File: src/rtl/ipuf_pkg.sv
`default_nettype none
// ============================================================================
// Module   : ipuf_pkg
// Purpose  : Shared types and helpers for the (1,K)-interpose PUF sequencer:
//            FSM state encoding, timer width and the challenge interpose
//            function.
// Revision : 1.0 - initial release
// ============================================================================
package ipuf_pkg;

  // Width of the shared settle/timeout counter.
  localparam int TIMER_W = 16;

  // Widest upper-PUF challenge the interpose helper supports.
  localparam int MAX_N1 = 64;

  typedef enum logic [2:0] {
    ST_IDLE   = 3'd0,
    ST_SET_T  = 3'd1,
    ST_TRG_T  = 3'd2,
    ST_WAIT_T = 3'd3,
    ST_SET_B  = 3'd4,
    ST_TRG_B  = 3'd5,
    ST_WAIT_B = 3'd6,
    ST_DONE   = 3'd7
  } state_e;

  // Build the lower-PUF challenge: bits [pos:0] pass straight through, the
  // interposed bit lands at pos+1 and the remaining upper bits move up one.
  function automatic logic [MAX_N1:0] interpose(input logic [MAX_N1-1:0] chal,
                                                input logic              ins,
                                                input logic [6:0]        pos);
    logic [MAX_N1:0] ext;
    logic [MAX_N1:0] m_lo;
    logic [MAX_N1:0] m_hi;
    ext  = {1'b0, chal};
    m_lo = ~({(MAX_N1+1){1'b1}} << (pos + 7'd1));
    m_hi = {(MAX_N1+1){1'b1}} << (pos + 7'd2);
    return (ext & m_lo) | ((ext << 1) & m_hi) | ({(MAX_N1+1){ins}} & ~(m_lo | m_hi));
  endfunction

endpackage
`default_nettype wire

File: src/rtl/ipuf_cnt.sv
`default_nettype none
// ============================================================================
// Module   : ipuf_cnt
// Purpose  : Clear/enable saturating up-counter with an equality compare
//            output. Shared by the settle and ready-timeout phases.
// Revision : 1.0 - initial release
// ============================================================================
module ipuf_cnt #(
  parameter int W = 16
) (
  input  logic         clk,
  input  logic         rst,
  input  logic         clr,
  input  logic         en,
  input  logic [W-1:0] cmp,
  output logic         eq
);

  logic [W-1:0] cnt_q;
  logic [W-1:0] cnt_d;

  // Next count: clear wins, otherwise count up and stick at all-ones.
  always_comb begin
    cnt_d = cnt_q;
    if (clr) begin
      cnt_d = '0;
    end else if (en && (cnt_q != {W{1'b1}})) begin
      cnt_d = cnt_q + W'(1);
    end
  end

  // Count register.
  always_ff @(posedge clk or posedge rst) begin
    if (rst) begin
      cnt_q <= '0;
    end else begin
      cnt_q <= cnt_d;
    end
  end

  assign eq = (cnt_q == cmp);

endmodule
`default_nettype wire

File: src/rtl/ipuf_seq_ctrl.sv
`default_nettype none
// ============================================================================
// Module   : ipuf_seq_ctrl
// Purpose  : Sequencer for the (1,K)-interpose PUF. Runs the upper XOR APUF,
//            interposes its bit into the lower challenge, runs the lower XOR
//            APUF and hands the final response bit back to the host.
// Revision : 1.0 - initial release
// ============================================================================
module ipuf_seq_ctrl
  import ipuf_pkg::*;
#(
  parameter int N1      = 16,
  parameter int POS     = N1 / 2,
  parameter int SETTLE  = 4,
  parameter int TIMEOUT = 255
) (
  input  logic          clk,
  input  logic          rst,
  input  logic [N1-1:0] chal_in,
  input  logic          chal_valid,
  output logic          chal_ready,
  output logic          resp_bit,
  output logic          resp_err,
  output logic          resp_valid,
  input  logic          resp_ready,
  output logic [N1:0]   puf_c,
  output logic          tig_t,
  output logic          tig_b,
  input  logic          rdy_t,
  input  logic          rdy_b,
  input  logic          bit_t,
  input  logic          bit_b
);

  state_e        state_q, state_d;
  logic [N1-1:0] chal_q, chal_d;
  logic [N1:0]   puf_c_q, puf_c_d;
  logic          chal_ready_q, chal_ready_d;
  logic          resp_valid_q, resp_valid_d;
  logic          resp_bit_q, resp_bit_d;
  logic          resp_err_q, resp_err_d;
  logic          tig_t_q, tig_t_d;
  logic          tig_b_q, tig_b_d;

  logic               cnt_clr;
  logic               cnt_en;
  logic               cnt_eq;
  logic [TIMER_W-1:0] cnt_cmp;

  // One counter serves both phases; the compare target switches between
  // the settle length and the ready timeout depending on the state.
  ipuf_cnt #(.W(TIMER_W)) u_cnt (
    .clk (clk),
    .rst (rst),
    .clr (cnt_clr),
    .en  (cnt_en),
    .cmp (cnt_cmp),
    .eq  (cnt_eq)
  );

  // Next-state and next-output logic; triggers default low so each pulse
  // lasts only the TRG cycle it was launched into.
  always_comb begin
    state_d      = state_q;
    chal_d       = chal_q;
    puf_c_d      = puf_c_q;
    chal_ready_d = chal_ready_q;
    resp_valid_d = resp_valid_q;
    resp_bit_d   = resp_bit_q;
    resp_err_d   = resp_err_q;
    tig_t_d      = 1'b0;
    tig_b_d      = 1'b0;
    cnt_clr      = 1'b0;
    cnt_en       = 1'b0;
    cnt_cmp      = TIMER_W'(SETTLE - 1);
    case (state_q)
      ST_IDLE: begin
        cnt_clr      = 1'b1;
        chal_ready_d = 1'b1;
        if (chal_valid && chal_ready_q) begin
          chal_d       = chal_in;
          puf_c_d      = (N1+1)'(interpose(MAX_N1'(chal_in), 1'b0, 7'(POS)));
          chal_ready_d = 1'b0;
          state_d      = ST_SET_T;
        end
      end
      ST_SET_T: begin
        if (cnt_eq) begin
          tig_t_d = 1'b1;
          state_d = ST_TRG_T;
        end else begin
          cnt_en = 1'b1;
        end
      end
      ST_TRG_T: begin
        cnt_clr = 1'b1;
        state_d = ST_WAIT_T;
      end
      ST_WAIT_T: begin
        cnt_cmp = TIMER_W'(TIMEOUT);
        if (rdy_t) begin
          puf_c_d = (N1+1)'(interpose(MAX_N1'(chal_q), bit_t, 7'(POS)));
          cnt_clr = 1'b1;
          state_d = ST_SET_B;
        end else if (cnt_eq) begin
          resp_err_d   = 1'b1;
          resp_bit_d   = 1'b0;
          resp_valid_d = 1'b1;
          state_d      = ST_DONE;
        end else begin
          cnt_en = 1'b1;
        end
      end
      ST_SET_B: begin
        if (cnt_eq) begin
          tig_b_d = 1'b1;
          state_d = ST_TRG_B;
        end else begin
          cnt_en = 1'b1;
        end
      end
      ST_TRG_B: begin
        cnt_clr = 1'b1;
        state_d = ST_WAIT_B;
      end
      ST_WAIT_B: begin
        cnt_cmp = TIMER_W'(TIMEOUT);
        if (rdy_b) begin
          resp_bit_d   = bit_b;
          resp_err_d   = 1'b0;
          resp_valid_d = 1'b1;
          state_d      = ST_DONE;
        end else if (cnt_eq) begin
          resp_err_d   = 1'b1;
          resp_bit_d   = 1'b0;
          resp_valid_d = 1'b1;
          state_d      = ST_DONE;
        end else begin
          cnt_en = 1'b1;
        end
      end
      ST_DONE: begin
        if (resp_ready) begin
          resp_valid_d = 1'b0;
          chal_ready_d = 1'b1;
          state_d      = ST_IDLE;
        end
      end
      default: begin
        state_d = ST_IDLE;
      end
    endcase
  end

  // State and registered outputs; async reset drops any run in progress.
  always_ff @(posedge clk or posedge rst) begin
    if (rst) begin
      state_q      <= ST_IDLE;
      chal_q       <= '0;
      puf_c_q      <= '0;
      chal_ready_q <= 1'b1;
      resp_valid_q <= 1'b0;
      resp_bit_q   <= 1'b0;
      resp_err_q   <= 1'b0;
      tig_t_q      <= 1'b0;
      tig_b_q      <= 1'b0;
    end else begin
      state_q      <= state_d;
      chal_q       <= chal_d;
      puf_c_q      <= puf_c_d;
      chal_ready_q <= chal_ready_d;
      resp_valid_q <= resp_valid_d;
      resp_bit_q   <= resp_bit_d;
      resp_err_q   <= resp_err_d;
      tig_t_q      <= tig_t_d;
      tig_b_q      <= tig_b_d;
    end
  end

  assign chal_ready = chal_ready_q;
  assign resp_valid = resp_valid_q;
  assign resp_bit   = resp_bit_q;
  assign resp_err   = resp_err_q;
  assign puf_c      = puf_c_q;
  assign tig_t      = tig_t_q;
  assign tig_b      = tig_b_q;

endmodule
`default_nettype wire

File: config.mk
export PLATFORM = sky130hd
export DESIGN_NAME = ipuf_seq_ctrl
export DESIGN_NICKNAME = d
export VERILOG_FILES = /design/src/rtl/ipuf_pkg.sv /design/src/rtl/ipuf_cnt.sv /design/src/rtl/ipuf_seq_ctrl.sv
export SDC_FILE = /design/constraint.sdc
export NUM_CORES = 1
export LEC_CHECK = 0
export ABC_CLOCK_PERIOD_IN_PS = 6900
export CELL_PAD_IN_SITES_DETAIL_PLACEMENT = 1
export CELL_PAD_IN_SITES_GLOBAL_PLACEMENT = 2
export CORE_MARGIN = 3
export CORE_UTILIZATION = 45
export CTS_CLUSTER_DIAMETER = 200
export DETAILED_ROUTE_END_ITERATION = 7
export DONT_BUFFER_PORTS = 1
export PLACE_DENSITY_LB_ADDON = 0.1
export SETUP_SLACK_MARGIN = 0.1
export SYNTH_ARGS = -nofsm -noshare
export SYNTH_HDL_FRONTEND = slang
export SYNTH_HIERARCHICAL = 1
export SYNTH_SLANG_ARGS = --single-unit
File: constraint.sdc
create_clock -name clk -period 6.9 [get_ports clk]
set_input_delay 1.035 -clock clk [delete_from_list [all_inputs] [get_ports clk]]
set_output_delay 1.035 -clock clk [all_outputs]
set_load 0.01 [all_outputs]
==> impl_metrics.yaml, run 1 <==
run_status:
  outcome: "finished, final reports clean"
setup_path:
  reg2reg_from: "state_q[2]"
  critical-path-top-delay-family: "simple AND/OR/NAND/NOR gates"
  crit_path_max_incr_delay_ns: 1.08
  timing.critical_path.buf_inv: 0
  r2r_end: "u_cnt/cnt_q[13]"
  worstSetupPathType: "flop to flop"
  path_cells: "nand2b_1 -> a21boi_0 -> xnor2_1 -> nand4_1 -> nor4_1 -> nor2_1 -> o41ai_4 -> nor4_1 -> mux2_2"
  timing.critical_path.to_type: "flop"
  timing.critical_path.arrival_ns: 4.64
  setup.reg_to_reg.worst_slack_ns: 2.47
  crit_path_top_delay_cell: "sky130_fd_sc_hd__nor4_1"
  worst_r2r_path_depth: 9
  critPathRequiredTime_ns: 7.11
  cp-start-kind: "flop"
  cell_repeated_most_along_the_worst_path: "sky130_fd_sc_hd__nor4_1"
  critPathMaxFanout: 22
power:
  internal_power_uw: 944
  leakage_nw: 1.47
  pwr-share-seq_pct: 42.8
  peakVddDrop_v: 0.000192
  share_comb_of_total_power_pct: 33.2
  pwr_density_cell_mw_per_mm2: 415
  clock_power_share_pct: 24.1
  netSwitchingFraction_pct: 34.8
  switching_power_uw: 504
drt:
  drc: 0
  dr.pass1.iters: 4
  route.detailed.vias_per_inst: 5.57
  route.detailed.wl_per_inst_um: 17.2
  routed-via-count: 2155
  postRouteWirelength_um: 6650
  first_iter_violations: 34
  ant_nets: 0
timing:
  final-hold-violation-count: 0
  tns_setup_ns: 0
  maxSlewViolCount: 0
  maxSlewHeadroom_pct: 13.5
  grt_setup_unrepaired: "no"
  min_period_ns: 4.43
  max_freq_ghz: 0.226
  hold_ws_ns: 0.503
  report.final.setup_viol: 0
  timing_worst_slew_pin_value_ns: 1.28
  fin_worst_skew_ns: 0.00596
  period_share_pct: 64.2
floorplan:
  i_o_pin_count: 47
  horizontal_die_dimension_um: 90.4
  rows: 30
  floorplan.initialDensity_pct: 46.7
  design.die.area_mm2: 0.00818
  die_h_um: 90.4
  area_of_the_core_region_mm2: 0.00687
logic_synthesis:
  synthArstFlopShare_pct: 100
  ys.warnings.count: 6
  post_synth_num_cell_types: 55
  synth_seq_cells: 58
  synthFlopType: "sky130_fd_sc_hd__dfrtp_1"
  netlist_instances: 282
  syn-mean-instance-area_um2: 11.4
  synth_edf_count: 0
  synth.yosys.seq_area_share_pct: 45.3
  synthesis.area_mm2: 0.00321
clocking:
  root_buffer: "sky130_fd_sc_hd__clkbuf_8"
  buffers_inserted_by_post_cts_timing_repair: 0
  cts_resized: 0
  cts_hold_buffers_added: 0
  clk_pin_slew_worst_paths_ns: 0.06
  tritoncts_clock_tree: "built"
  htreeDepth: 3
  ctsLongestPathBuffers: 2
  clkSinkCount: 58
  numCtsBuffers: 9
  clk_latency_ns: 0.33
global_route:
  wire_length_of_the_first_global_routing_pass_um: 11300
  grt_overflow: 0
  grt_use_total_pct: 17.2
  vias_in_the_first_global_route: 2250
  antenna_found_initial: 0
  pin_count_of_the_biggest_net_entering_global_routing: 43
hold_path:
  min_delay_worst_endpoint: "chal_q[8]"
  hold_startpoint: "chal_q[8]"
  holdCritPathClass: "flop to flop"
  hold-path-cell-count: 1
cells_and_area:
  num_antenna_cells: 0
  layout_cells_sized_above_1_pct: 27.1
  nNetsFinal: 311
  mostFrequentLayoutCell: "sky130_fd_sc_hd__dfrtp_1"
  commonest_non_fill_non_tap_cells_in_the_layout: "57 x sky130_fd_sc_hd__dfrtp_1, 33 x sky130_fd_sc_hd__mux2_2, 18 x sky130_fd_sc_hd__nand2_1"
  syn2layout_area_growth_pct: 8.78
place:
  detailedPlacementHpwl_um: 4650
  buffer_ports.inserted: 0
  finalWeightedCongestion: 0.762
flow_run:
  drv_cap: 0
-- Yosys cell counts (all sizes together) (2+ instances only) --
library cell,n,area (um^2)
o21ai,12,60.1
and3,3,18.8
nand2,18,67.6
nand3,7,35.0
nand2b,3,26.3
or4,3,25.0
mux2i,3,30.0
o31ai,3,22.5
dfrtp,57,1430
nor2b,5,31.3
nand4,8,65.1
xnor2,16,140
nor4,3,18.8
o22ai,2,12.5
inv,6,22.5
o21a,2,15.0
or3,5,35.0
conb,2,7.51
nor3,9,45.0
clkbuf,4,15.0
and4,2,17.5
a21oi,15,86.3
a21boi,2,15.0
nor2,10,37.5
mux2,51,634
buf,12,86.3
a22oi,2,15.0
-- power by group through the flow --
stage / registers, mW / logic [mW] / clock network (mW)
after floorplan: 0.559 / 0.485 / 0
after global placement: 0.621 / 0.477 / 0
after detailed placement: 0.629 / 0.493 / 0
after CTS: 0.623 / 0.494 / 0.360
after global routing: 0.644 / 0.536 / 0.374
final: 0.619 / 0.480 / 0.349
-- routing by layer --
metal,vias to the layer above,wire [um],part of all wire (%),GRT usage (%)
met4,0,108,1.6,6.89
met2,36,3270,49,27.4
met3,11,279,4.2,4.75
met5,-,0,0,0
li1,1016,-,-,-
met1,1092,2990,45,22.3
-- worst reg2reg max path: cells and delay by family (launching register included) --
kind / cells / cell delay [ns]
mux: 1 / 0.30
flops: 1 / 0.79
simple gates: 5 / 1.91
xor+xnor: 1 / 0.20
compound gates: 2 / 1.11
-- worst max path at each step --
stage | start | endpoint | slack, ns | cells after the start
after floorplan | state_q[1] | u_cnt/cnt_q[11] | 3.58 | 12
after global placement | state_q[2] | u_cnt/cnt_q[13] | 2.76 | 9
after detailed placement | state_q[2] | u_cnt/cnt_q[13] | 2.47 | 9
after CTS | state_q[2] | u_cnt/cnt_q[13] | 2.46 | 9
after global routing | state_q[2] | u_cnt/cnt_q[13] | 1.96 | 9
final | state_q[2] | u_cnt/cnt_q[13] | 2.47 | 9
-- final cells by class --
class	count	area, um^2
fillers	751	3380
multi-input cells	210	1670
flip-flops and latches	58	1450
clock buffers	11	141
well taps	96	120
clock inverters	5	77.6
inverters	6	22.5
repair buffers	1	7.51
-- per-stage QoR --
stage	setup slack, ns	power (mW)	cells	util [%]	area, um^2
3_3_place_gp	2.76	1.10	371	47.6	3270
3_5_place_dp	2.47	1.12	371	47.6	3270
6_report	2.47	1.45	387	50.8	3490
5_1_grt	1.96	1.55	387	50.8	3490
2_1_floorplan	3.58	1.04	290	-	3240
4_1_cts	2.46	1.48	387	50.8	3490
-- kinds of logic after synthesis --
| group | synth area share [%] |
|---|---|
| AO/OA/AOI/OAI | 9.71 |
| multiplexers | 20.7 |
| XOR/XNOR | 4.64 |
| AND/OR/NAND/NOR | 15.2 |
| adder cells (fa/ha/maj) | 0.390 |
| buffers and inverters | 3.86 |
| flip-flops | 45.3 |
| other | 0.234 |
-- registers in the layout, summed over array words and instances (netlist names) --
register     count
puf_c           17
chal_q          16
u_cnt/cnt_q     16
state_q          3
chal_ready       1
resp_bit         1
resp_err         1
resp_valid       1
tig_b            1
tig_t            1
(Power assumes the default switching activity.)
==> run 2, diff against run 1 <==
ABC_CLOCK_PERIOD_IN_PS = 3750   (was 6900)
CORE_UTILIZATION = 38   (was 45)
clock period = 3.75 ns   (was 6.9 ns; I/O delays follow)
==> impl_metrics.yaml, run 2 (synthesized netlist as in run 1, its figures left out) <==
global_route:
  pin_count_of_the_biggest_net_entering_global_routing: 43
  wire_length_of_the_first_global_routing_pass_um: 12300
  grt_use_total_pct: 15.9
  grt_overflow: 0
  antenna_found_initial: 0
  vias_in_the_first_global_route: 2291
cells_and_area:
  final_cell_count_no_fill: 399
  mostFrequentLayoutCell: "sky130_fd_sc_hd__dfrtp_1"
  commonest_non_fill_non_tap_cells_in_the_layout: "57 x sky130_fd_sc_hd__dfrtp_1, 33 x sky130_fd_sc_hd__mux2_2, 18 x sky130_fd_sc_hd__nand2_1"
  syn2layout_area_growth_pct: 10.5
  fin_util_pct: 44.5
  layout_cells_sized_above_1_pct: 28.6
  nNetsFinal: 317
  filler_cell_count: 876
  num_antenna_cells: 0
  max_reg_flops: 17
timing:
  tns_setup_ns: 0
  grt_setup_unrepaired: "no"
  report.final.setup_viol: 0
  min_period_ns: 2.92
  maxSlewHeadroom_pct: 41.0
  period_share_pct: 77.9
  fin_worst_skew_ns: 0.0104
  max_freq_ghz: 0.342
  timing_worst_slew_pin_value_ns: 0.883
  final-hold-violation-count: 0
  maxSlewViolCount: 0
  hold_ws_ns: 0.219
floorplan:
  floorplan.initialDensity_pct: 40.3
  rows: 32
  die_h_um: 97.9
  horizontal_die_dimension_um: 97.9
  area_of_the_core_region_mm2: 0.00797
  design.die.area_mm2: 0.00958
  i_o_pin_count: 47
setup_path:
  critPathMaxFanout: 16
  crit_path_top_delay_cell: "sky130_fd_sc_hd__or4_2"
  timing.critical_path.buf_inv: 1
  critPathRequiredTime_ns: 4.02
  cp-start-kind: "flop"
  worstSetupPathType: "flop to flop"
  critical-path-top-delay-family: "simple AND/OR/NAND/NOR gates"
  timing.critical_path.to_type: "flop"
  timing.critical_path.arrival_ns: 3.19
  crit_path_max_incr_delay_ns: 0.71
  path_cells: "nand2b_1 -> a21boi_0 -> buf_4 -> xnor2_1 -> nand4_1 -> nor4_1 -> nor2_1 -> o41ai_4 -> or4_2 -> a21oi_1"
power:
  p_total_mw: 2.75
  leakage_nw: 1.49
  peakVddDrop_v: 0.000392
  pwr_density_cell_mw_per_mm2: 776
place:
  detailedPlacementHpwl_um: 4930
  finalWeightedCongestion: 0.776
  buffer_ports.inserted: 0
  placed_cells: 383
drt:
  drc: 0
  route.detailed.wl_per_inst_um: 17.9
  dr.pass1.iters: 4
  postRouteWirelength_um: 7140
  route.detailed.vias_per_inst: 5.50
  detailroute.wirelength.met2_um: 3200
  first_iter_violations: 90
  top_signal_layer_used: "met4"
  met3RoutedLength_um: 316
  routed_metal_1_wirelength_um: 3560
  ant_nets: 0
  routed-via-count: 2196
clocking:
  ctsLongestPathBuffers: 2
  numCtsBuffers: 9
  buffers_inserted_by_post_cts_timing_repair: 0
  clk_pin_slew_worst_paths_ns: 0.08
  htreeDepth: 3
  clkSinkCount: 58
  clk_latency_ns: 0.34
  cts_hold_buffers_added: 0
  root_buffer: "sky130_fd_sc_hd__clkbuf_8"
  tritoncts_clock_tree: "built"
  cts_resized: 0
run_status:
  outcome: "finished, final reports clean"
hold_path:
  holdCritPathClass: "input pin to async pin"
flow_run:
  drv_cap: 0
## run 2: cell types whose count changed in the layout (fill, tap and decap cells not counted), sizes merged
cell | previous run | this run
clkbuf | 11 | 10
clkinvlp | 1 | 2
clkinv | 2 | 1
inv | 6 | 7
buf | 1 | 7
## run 2: worst register-to-register path: cells and delay by family, from the launching register on
family / cells / cell delay, ns
xor+xnor: 1 / 0.08
buf+inv: 1 / 0.19
flops: 1 / 0.39
compound gates: 3 / 0.66
simple gates: 5 / 1.53
## run 2: through the flow
step	worst slack (ns)	cell area, um^2
after global placement	0.988	3320
after CTS	0.840	3540
after detailed placement	0.844	3320
after floorplan	0.427	3240
after global routing	0.532	3540
final	0.827	3540
## run 2: area by class of cell
cell class	count	area (um^2)	area share, %
inverters	6	22.5	0.636
flip-flops and latches	58	1450	41.0
clock inverters	6	88.8	2.51
well taps	102	128	3.60
repair buffers	7	52.6	1.48
clock buffers	10	138	3.88
multi-input cells	210	1660	46.9
## run 2: power by group
| part | switching, mW | internal (mW) | leakage [nW] |
|---|---|---|---|
| registers | 0.194 | 0.852 | 0.733 |
| clock network | 0.279 | 0.393 | 0.109 |
| logic | 0.500 | 0.532 | 0.653 |
| total | 0.973 | 1.78 | 1.49 |
## run 2: routing by layer
metal / GRT usage, % / vias up
met2: 23.2 / 48
met4: 4.47 / 0
li1: - / 1033
met1: 22.8 / 1108
met5: 0 / -
met3: 4.64 / 7
## run 2: final timing paths
kind	startpoint	endpoint	slack [ns]	cells past startpoint
setup / recovery	state_q[0]	u_cnt/cnt_q[9]	0.83	10
hold reg to reg	chal_q[10]	chal_q[10]	0.51	1
setup reg to reg	state_q[0]	u_cnt/cnt_q[9]	0.83	10
hold / removal	rst	u_cnt/cnt_q[10]	0.22	1
max in group asynchronous	rst	chal_q[15]	2.91	1
min in group clk	bit_b	resp_bit	0.36	2
